===== src/rtl/btb_assoc.sv =====
// Set-associative branch target buffer with 2-bit direction counters.
// Combinational IF-stage lookup with same-cycle update bypass; one-cycle EX training port.
module btb_assoc #(
  parameter int unsigned SETS_LOG2 = 4,
  parameter int unsigned WAYS      = 2,
  parameter int unsigned IDX_LSB   = 2
) (
  input  logic        clk,
  input  logic        rst,
  input  logic [31:0] pc_if,
  output logic        hit,
  output logic        predict_taken,
  output logic [31:0] predicted_pc,
  input  logic        upd_valid,
  input  logic [31:0] upd_pc,
  input  logic        upd_taken,
  input  logic [31:0] upd_target,
  input  logic        flush
);

  localparam int unsigned SETS  = 1 << SETS_LOG2;
  localparam int unsigned TAG_W = 32 - IDX_LSB - SETS_LOG2;
  // rr pointer is kept 1 bit wide when direct-mapped; it never advances in that case.
  localparam int unsigned WAY_W = (WAYS > 1) ? $clog2(WAYS) : 1;

  logic             valid_q  [SETS][WAYS];
  logic [TAG_W-1:0] tag_q    [SETS][WAYS];
  logic [31:0]      target_q [SETS][WAYS];
  logic [1:0]       ctr_q    [SETS][WAYS];
  logic [WAY_W-1:0] rr_q     [SETS];

  logic [SETS_LOG2-1:0] if_idx;
  logic [SETS_LOG2-1:0] upd_idx;
  logic [TAG_W-1:0]     if_tag;
  logic [TAG_W-1:0]     upd_tag;

  assign if_idx  = pc_if[IDX_LSB +: SETS_LOG2];
  assign upd_idx = upd_pc[IDX_LSB +: SETS_LOG2];
  assign if_tag  = pc_if[31 -: TAG_W];
  assign upd_tag = upd_pc[31 -: TAG_W];

  logic unused_low_bits;
  assign unused_low_bits = ^{pc_if[IDX_LSB-1:0], upd_pc[IDX_LSB-1:0]};

  // Lookup against stored state.
  logic        lk_hit;
  logic [1:0]  lk_ctr;
  logic [31:0] lk_target;

  always_comb begin
    lk_hit    = 1'b0;
    lk_ctr    = 2'b00;
    lk_target = 32'h0;
    for (int w = 0; w < int'(WAYS); w++) begin
      if (valid_q[if_idx][w] && (tag_q[if_idx][w] == if_tag)) begin
        lk_hit    = 1'b1;
        lk_ctr    = ctr_q[if_idx][w];
        lk_target = target_q[if_idx][w];
      end
    end
  end

  // Update path: way selection and post-update entry contents.
  logic             upd_match;
  logic [WAY_W-1:0] match_way;
  logic             has_invalid;
  logic [WAY_W-1:0] inv_way;
  logic [1:0]       old_ctr;
  logic [31:0]      old_target;
  logic             wr_en;
  logic [WAY_W-1:0] wr_way;
  logic [1:0]       new_ctr;
  logic [31:0]      new_target;
  logic             rr_adv;

  always_comb begin
    upd_match   = 1'b0;
    match_way   = '0;
    has_invalid = 1'b0;
    inv_way     = '0;
    for (int w = 0; w < int'(WAYS); w++) begin
      if (valid_q[upd_idx][w] && (tag_q[upd_idx][w] == upd_tag)) begin
        upd_match = 1'b1;
        match_way = WAY_W'(w);
      end
      if (!valid_q[upd_idx][w] && !has_invalid) begin
        has_invalid = 1'b1;
        inv_way     = WAY_W'(w);
      end
    end
  end

  always_comb begin
    old_ctr    = ctr_q[upd_idx][match_way];
    old_target = target_q[upd_idx][match_way];
    wr_en      = 1'b0;
    wr_way     = match_way;
    new_ctr    = old_ctr;
    new_target = old_target;
    rr_adv     = 1'b0;
    if (upd_valid) begin
      if (upd_match) begin
        wr_en = 1'b1;
        if (upd_taken) begin
          new_ctr    = (old_ctr == 2'b11) ? 2'b11 : old_ctr + 2'b01;
          new_target = upd_target;
        end else begin
          new_ctr = (old_ctr == 2'b00) ? 2'b00 : old_ctr - 2'b01;
        end
      end else if (upd_taken) begin
        wr_en      = 1'b1;
        new_ctr    = 2'b10;
        new_target = upd_target;
        if (has_invalid) begin
          wr_way = inv_way;
        end else begin
          wr_way = rr_q[upd_idx];
          rr_adv = (WAYS > 1);
        end
      end
    end
  end

  // Bypass only when the update actually writes the entry being looked up.
  logic        bypass;
  logic        out_hit;
  logic [1:0]  out_ctr;
  logic [31:0] out_target;

  assign bypass = wr_en && !flush && (upd_pc[31:IDX_LSB] == pc_if[31:IDX_LSB]);

  always_comb begin
    out_hit    = lk_hit;
    out_ctr    = lk_ctr;
    out_target = lk_target;
    if (bypass) begin
      out_hit    = 1'b1;
      out_ctr    = new_ctr;
      out_target = new_target;
    end
  end

  assign hit           = out_hit;
  assign predict_taken = out_hit && out_ctr[1];
  assign predicted_pc  = predict_taken ? out_target : pc_if + 32'd4;

  always_ff @(posedge clk) begin
    if (rst) begin
      for (int s = 0; s < int'(SETS); s++) begin
        rr_q[s] <= '0;
        for (int w = 0; w < int'(WAYS); w++) begin
          valid_q[s][w]  <= 1'b0;
          tag_q[s][w]    <= '0;
          target_q[s][w] <= 32'h0;
          ctr_q[s][w]    <= 2'b00;
        end
      end
    end else if (flush) begin
      // Contents stay stale; only validity and replacement state are cleared.
      for (int s = 0; s < int'(SETS); s++) begin
        rr_q[s] <= '0;
        for (int w = 0; w < int'(WAYS); w++) begin
          valid_q[s][w] <= 1'b0;
        end
      end
    end else if (wr_en) begin
      valid_q[upd_idx][wr_way]  <= 1'b1;
      tag_q[upd_idx][wr_way]    <= upd_tag;
      target_q[upd_idx][wr_way] <= new_target;
      ctr_q[upd_idx][wr_way]    <= new_ctr;
      if (rr_adv) begin
        rr_q[upd_idx] <= rr_q[upd_idx] + WAY_W'(1);
      end
    end
  end

endmodule


===== config.mk =====
export PLATFORM = sky130hd
export DESIGN_NAME = btb_assoc
export DESIGN_NICKNAME = d
export VERILOG_FILES = /design/src/rtl/btb_assoc.sv
export SDC_FILE = /design/constraint.sdc
export NUM_CORES = 2
export LEC_CHECK = 0
export CAP_MARGIN = 20
export CORE_MARGIN = 4
export CORE_UTILIZATION = 44
export CTS_CLUSTER_SIZE = 28
export DETAILED_ROUTE_END_ITERATION = 8
export PLACE_DENSITY = 0.59
export SLEW_MARGIN = 25
export SYNTH_ARGS = -nofsm -noshare
export SYNTH_HDL_FRONTEND = slang
export SYNTH_SLANG_ARGS = --single-unit

===== constraint.sdc =====
create_clock -name clk -period 12.9 [get_ports clk]
set_input_delay 3.87 -clock clk [delete_from_list [all_inputs] [get_ports clk]]
set_output_delay 3.87 -clock clk [all_outputs]
set_load 0.02 [all_outputs]

==> reports/metrics.csv <==
metric;value;unit
cts_buffers;211;
outcome;finished, violations left;
rsz0062_at_grt;yes;
cts_tree;yes;
drcViolationCount;0;
setup-violations-final;1;
gp_congestion;1.05;
die_h;495;um
wire_per_inst;40.1;um
grt_pass1_wl;586000;um
critPathLaunchType;input pin;
tightest_slew;1.18;ns
endpoint_kind;primary output;
clock_path_buffers;3;
worstPathArrival;9.10;ns
antenna_found_initial;10;
die_w;495;um
ctsHoldBuffers;0;
slew_headroom;20.9;%
syn_area_per_cell;14.5;um2
cp_common_cell;buf_4;
pwr-share-clk;38.9;%
drt_iter0_drc;12200;
synth_area_leaders;edfxtp_1, mux4_2, nor2_1, mux2i_1, clkbuf_1;
path_max_fanout;20;
place_ws;-0.300;ns
numPortBuffers;132;
initial_core_util;44.3;%
cp.required;9.03;ns
design.core.area;236000;um2
final_common_cell;edfxtp_1;
viasPerCell;6.85;
dp.cells;10300;
critPathBufInv;7;
synth_seq_cells;1968;
dr_total_vias;73500;
ys_warn_count;0;
synth_top_area_share;55.6;%
ys_seq_area_share;56.2;%
drv_slew;0;
powerDensity;130;nW/um2
grt_max_degree;98;
met3_usage;9.02;%
maxCapViolations;0;
finalCritPeriodShare;101;%
worst-path-stages;17;
synthCells;7224;
fin_cells;10700;
synth.distinct_cells;96;
seq_area;58800;um2
worstPathCellList;buf_8 > buf_12 > mux4_2 > a221oi_1 > a21oi_1 > o41ai_1 > o2111a_2 > buf_4 > nand4_1 > a21boi_1 > buf_4 > a21oi_2 > o21ai_4 > buf_12 > o211ai_1 > buf_4 > clkdlybuf4s50_1;
ios;135;
overflow;0;
top_usage_layer;met2;
worstRegToRegCells;18;
swShare;26.6;%
cts.htree.levels;4;
path_clk_slew;0.06;ns
wl;430000;um
whs;0.459;ns
async_reset_ff_share;0;%
internal_power;11.5;mW
p_comb_share;13.9;%
ys.flop_type;edfxtp_1;
crit_family;compound AO/OA/AOI/OAI gates;
power.total;15.6;mW
cpPeakStageDelay;0.61;ns
post-route-cell-area;120000;um2
ant_nets;0;
syn_area;105000;um2
whs_path_depth;2;
met2_usage;52.1;%
synth_fp_nets;7326;
grt.total_usage;34.8;%
p_seq_share;47.2;%
synth_area_leader_cell;edfxtp_1;
multiInputGateArea;43200;um2
hold_path_class;flop to flop;
worst-setup-path-type;input pin to primary output;
cts_sinks;1968;
place_area;113000;um2
worst_slack;-0.0737;ns
nNetsFinal;7490;
slowest_stage;mux4_2;
grt_pass1_vias;72100;
vdd_drop_max;113;uV
grtUsageMet1;45.9;%
hold_viol;0;
leakagePower;43.4;nW
syn2layout_area_growth;14.7;%
utilization;50.9;%
dpl.hpwl;262000;um
p_sw;4.16;mW
fin_skew;0.0592;ns
period_needed;12.97;ns
fillers;19700;
die_area;245000;um2
max_freq;77.1;MHz
synth_edf_count;1936;
final_cell_mix;edfxtp_1, nor2_1, mux4_2, buf_4, mux2i_1;
finalSetupTns;-0.0737;ns
drt_first_pass_iters;6;
root_buffer;clkbuf_16;
fp-row-count;178;
worstSkewPairLatency;0.91;ns
violations;negative setup slack;
drive_gt1_share;28.4;%
==> sequential cells by signal, summed over array words and instances, names as in the netlist <==
| signal | flops |
|---|---|
| ctr_q | 64 |
| tag_q | 832 |
| valid_q | 32 |
| target_q | 1024 |
| rr_q | 16 |
==> worst paths after layout <==
check,start,end,slack [ns]
hold reg to reg,valid_q[1][1],valid_q[1][1],0.46
setup reg to reg,tag_q[13][43],target_q[0][52],6.57
hold / removal,valid_q[1][1],valid_q[1][1],0.46
setup / recovery,upd_pc[2],predicted_pc[24],-0.07
==> area by class of cell <==
| cell class | instances | share of cell area, % |
|---|---|---|
| antenna | 8 | 0.0167 |
| clock buffer | 256 | 4.60 |
| clock inverter | 132 | 1.04 |
| inverter | 58 | 0.181 |
| tap | 3150 | 3.29 |
| multi-input combinational | 4425 | 36.0 |
| sequential | 1968 | 49.0 |
| timing repair buffer | 724 | 5.88 |
==> synth_stat cells (all sizes together), types with 44 or more instances <==
cell    instances
buf           226
xnor2         110
nand2         208
nand3          56
edfxtp       1936
clkbuf        547
inv            52
and2          217
a22oi          44
nor2         1680
and3          136
mux2i         310
xor2           59
mux4         1056
o21ai          81
==> power groups by stage <==
| stage | clock [mW] | combinational [mW] | sequential, mW |
|---|---|---|---|
| 4_1_cts | 6.10 | 2.12 | 7.37 |
| 2_1_floorplan | 0 | 1.22 | 7.47 |
| 6_report | 6.07 | 2.18 | 7.37 |
| 5_1_grt | 6.37 | 2.22 | 7.39 |
| 3_5_place_dp | 0 | 2.10 | 7.50 |
| 3_3_place_gp | 0 | 2.09 | 7.48 |
==> cells by family after synthesis <==
logic type	count (synthesis)	synth area share, %
simple gates	2484	10.4
flops	1968	56.2
mux	1391	26.0
buf+inv	831	3.35
compound gates	379	2.64
xor+xnor	169	1.42
fa+ha+maj	2	0.0215
==> worst reg2reg max path: cells and delay by family (launching register included) <==
kind                   cells  cell delay, ns
buffers and inverters      8            2.06
AO/OA/AOI/OAI              5            1.27
flip-flops                 1            0.44
multiplexers               1            0.50
AND/OR/NAND/NOR            4            1.65
==> repair_timing <==
action | CTS | global route
gates resized for setup | 6 | 25
buffers inserted | 0 | 1
gates cloned | 2 | 0
endpoints found under the hold margin | 0 | 0
pin swaps | 1 | 2
setup endpoints to repair | 28 | 28
==> metal layers <==
| layer | wire, um | part of all wire, % | vias to the layer above |
|---|---|---|---|
| li1 | - | - | 28100 |
| met1 | 153000 | 36 | 38500 |
| met2 | 192000 | 45 | 5738 |
| met3 | 54000 | 13 | 1209 |
| met4 | 31100 | 7.2 | 2 |
| met5 | 13 | 0.0030 | - |
(Power assumes the default switching activity.)
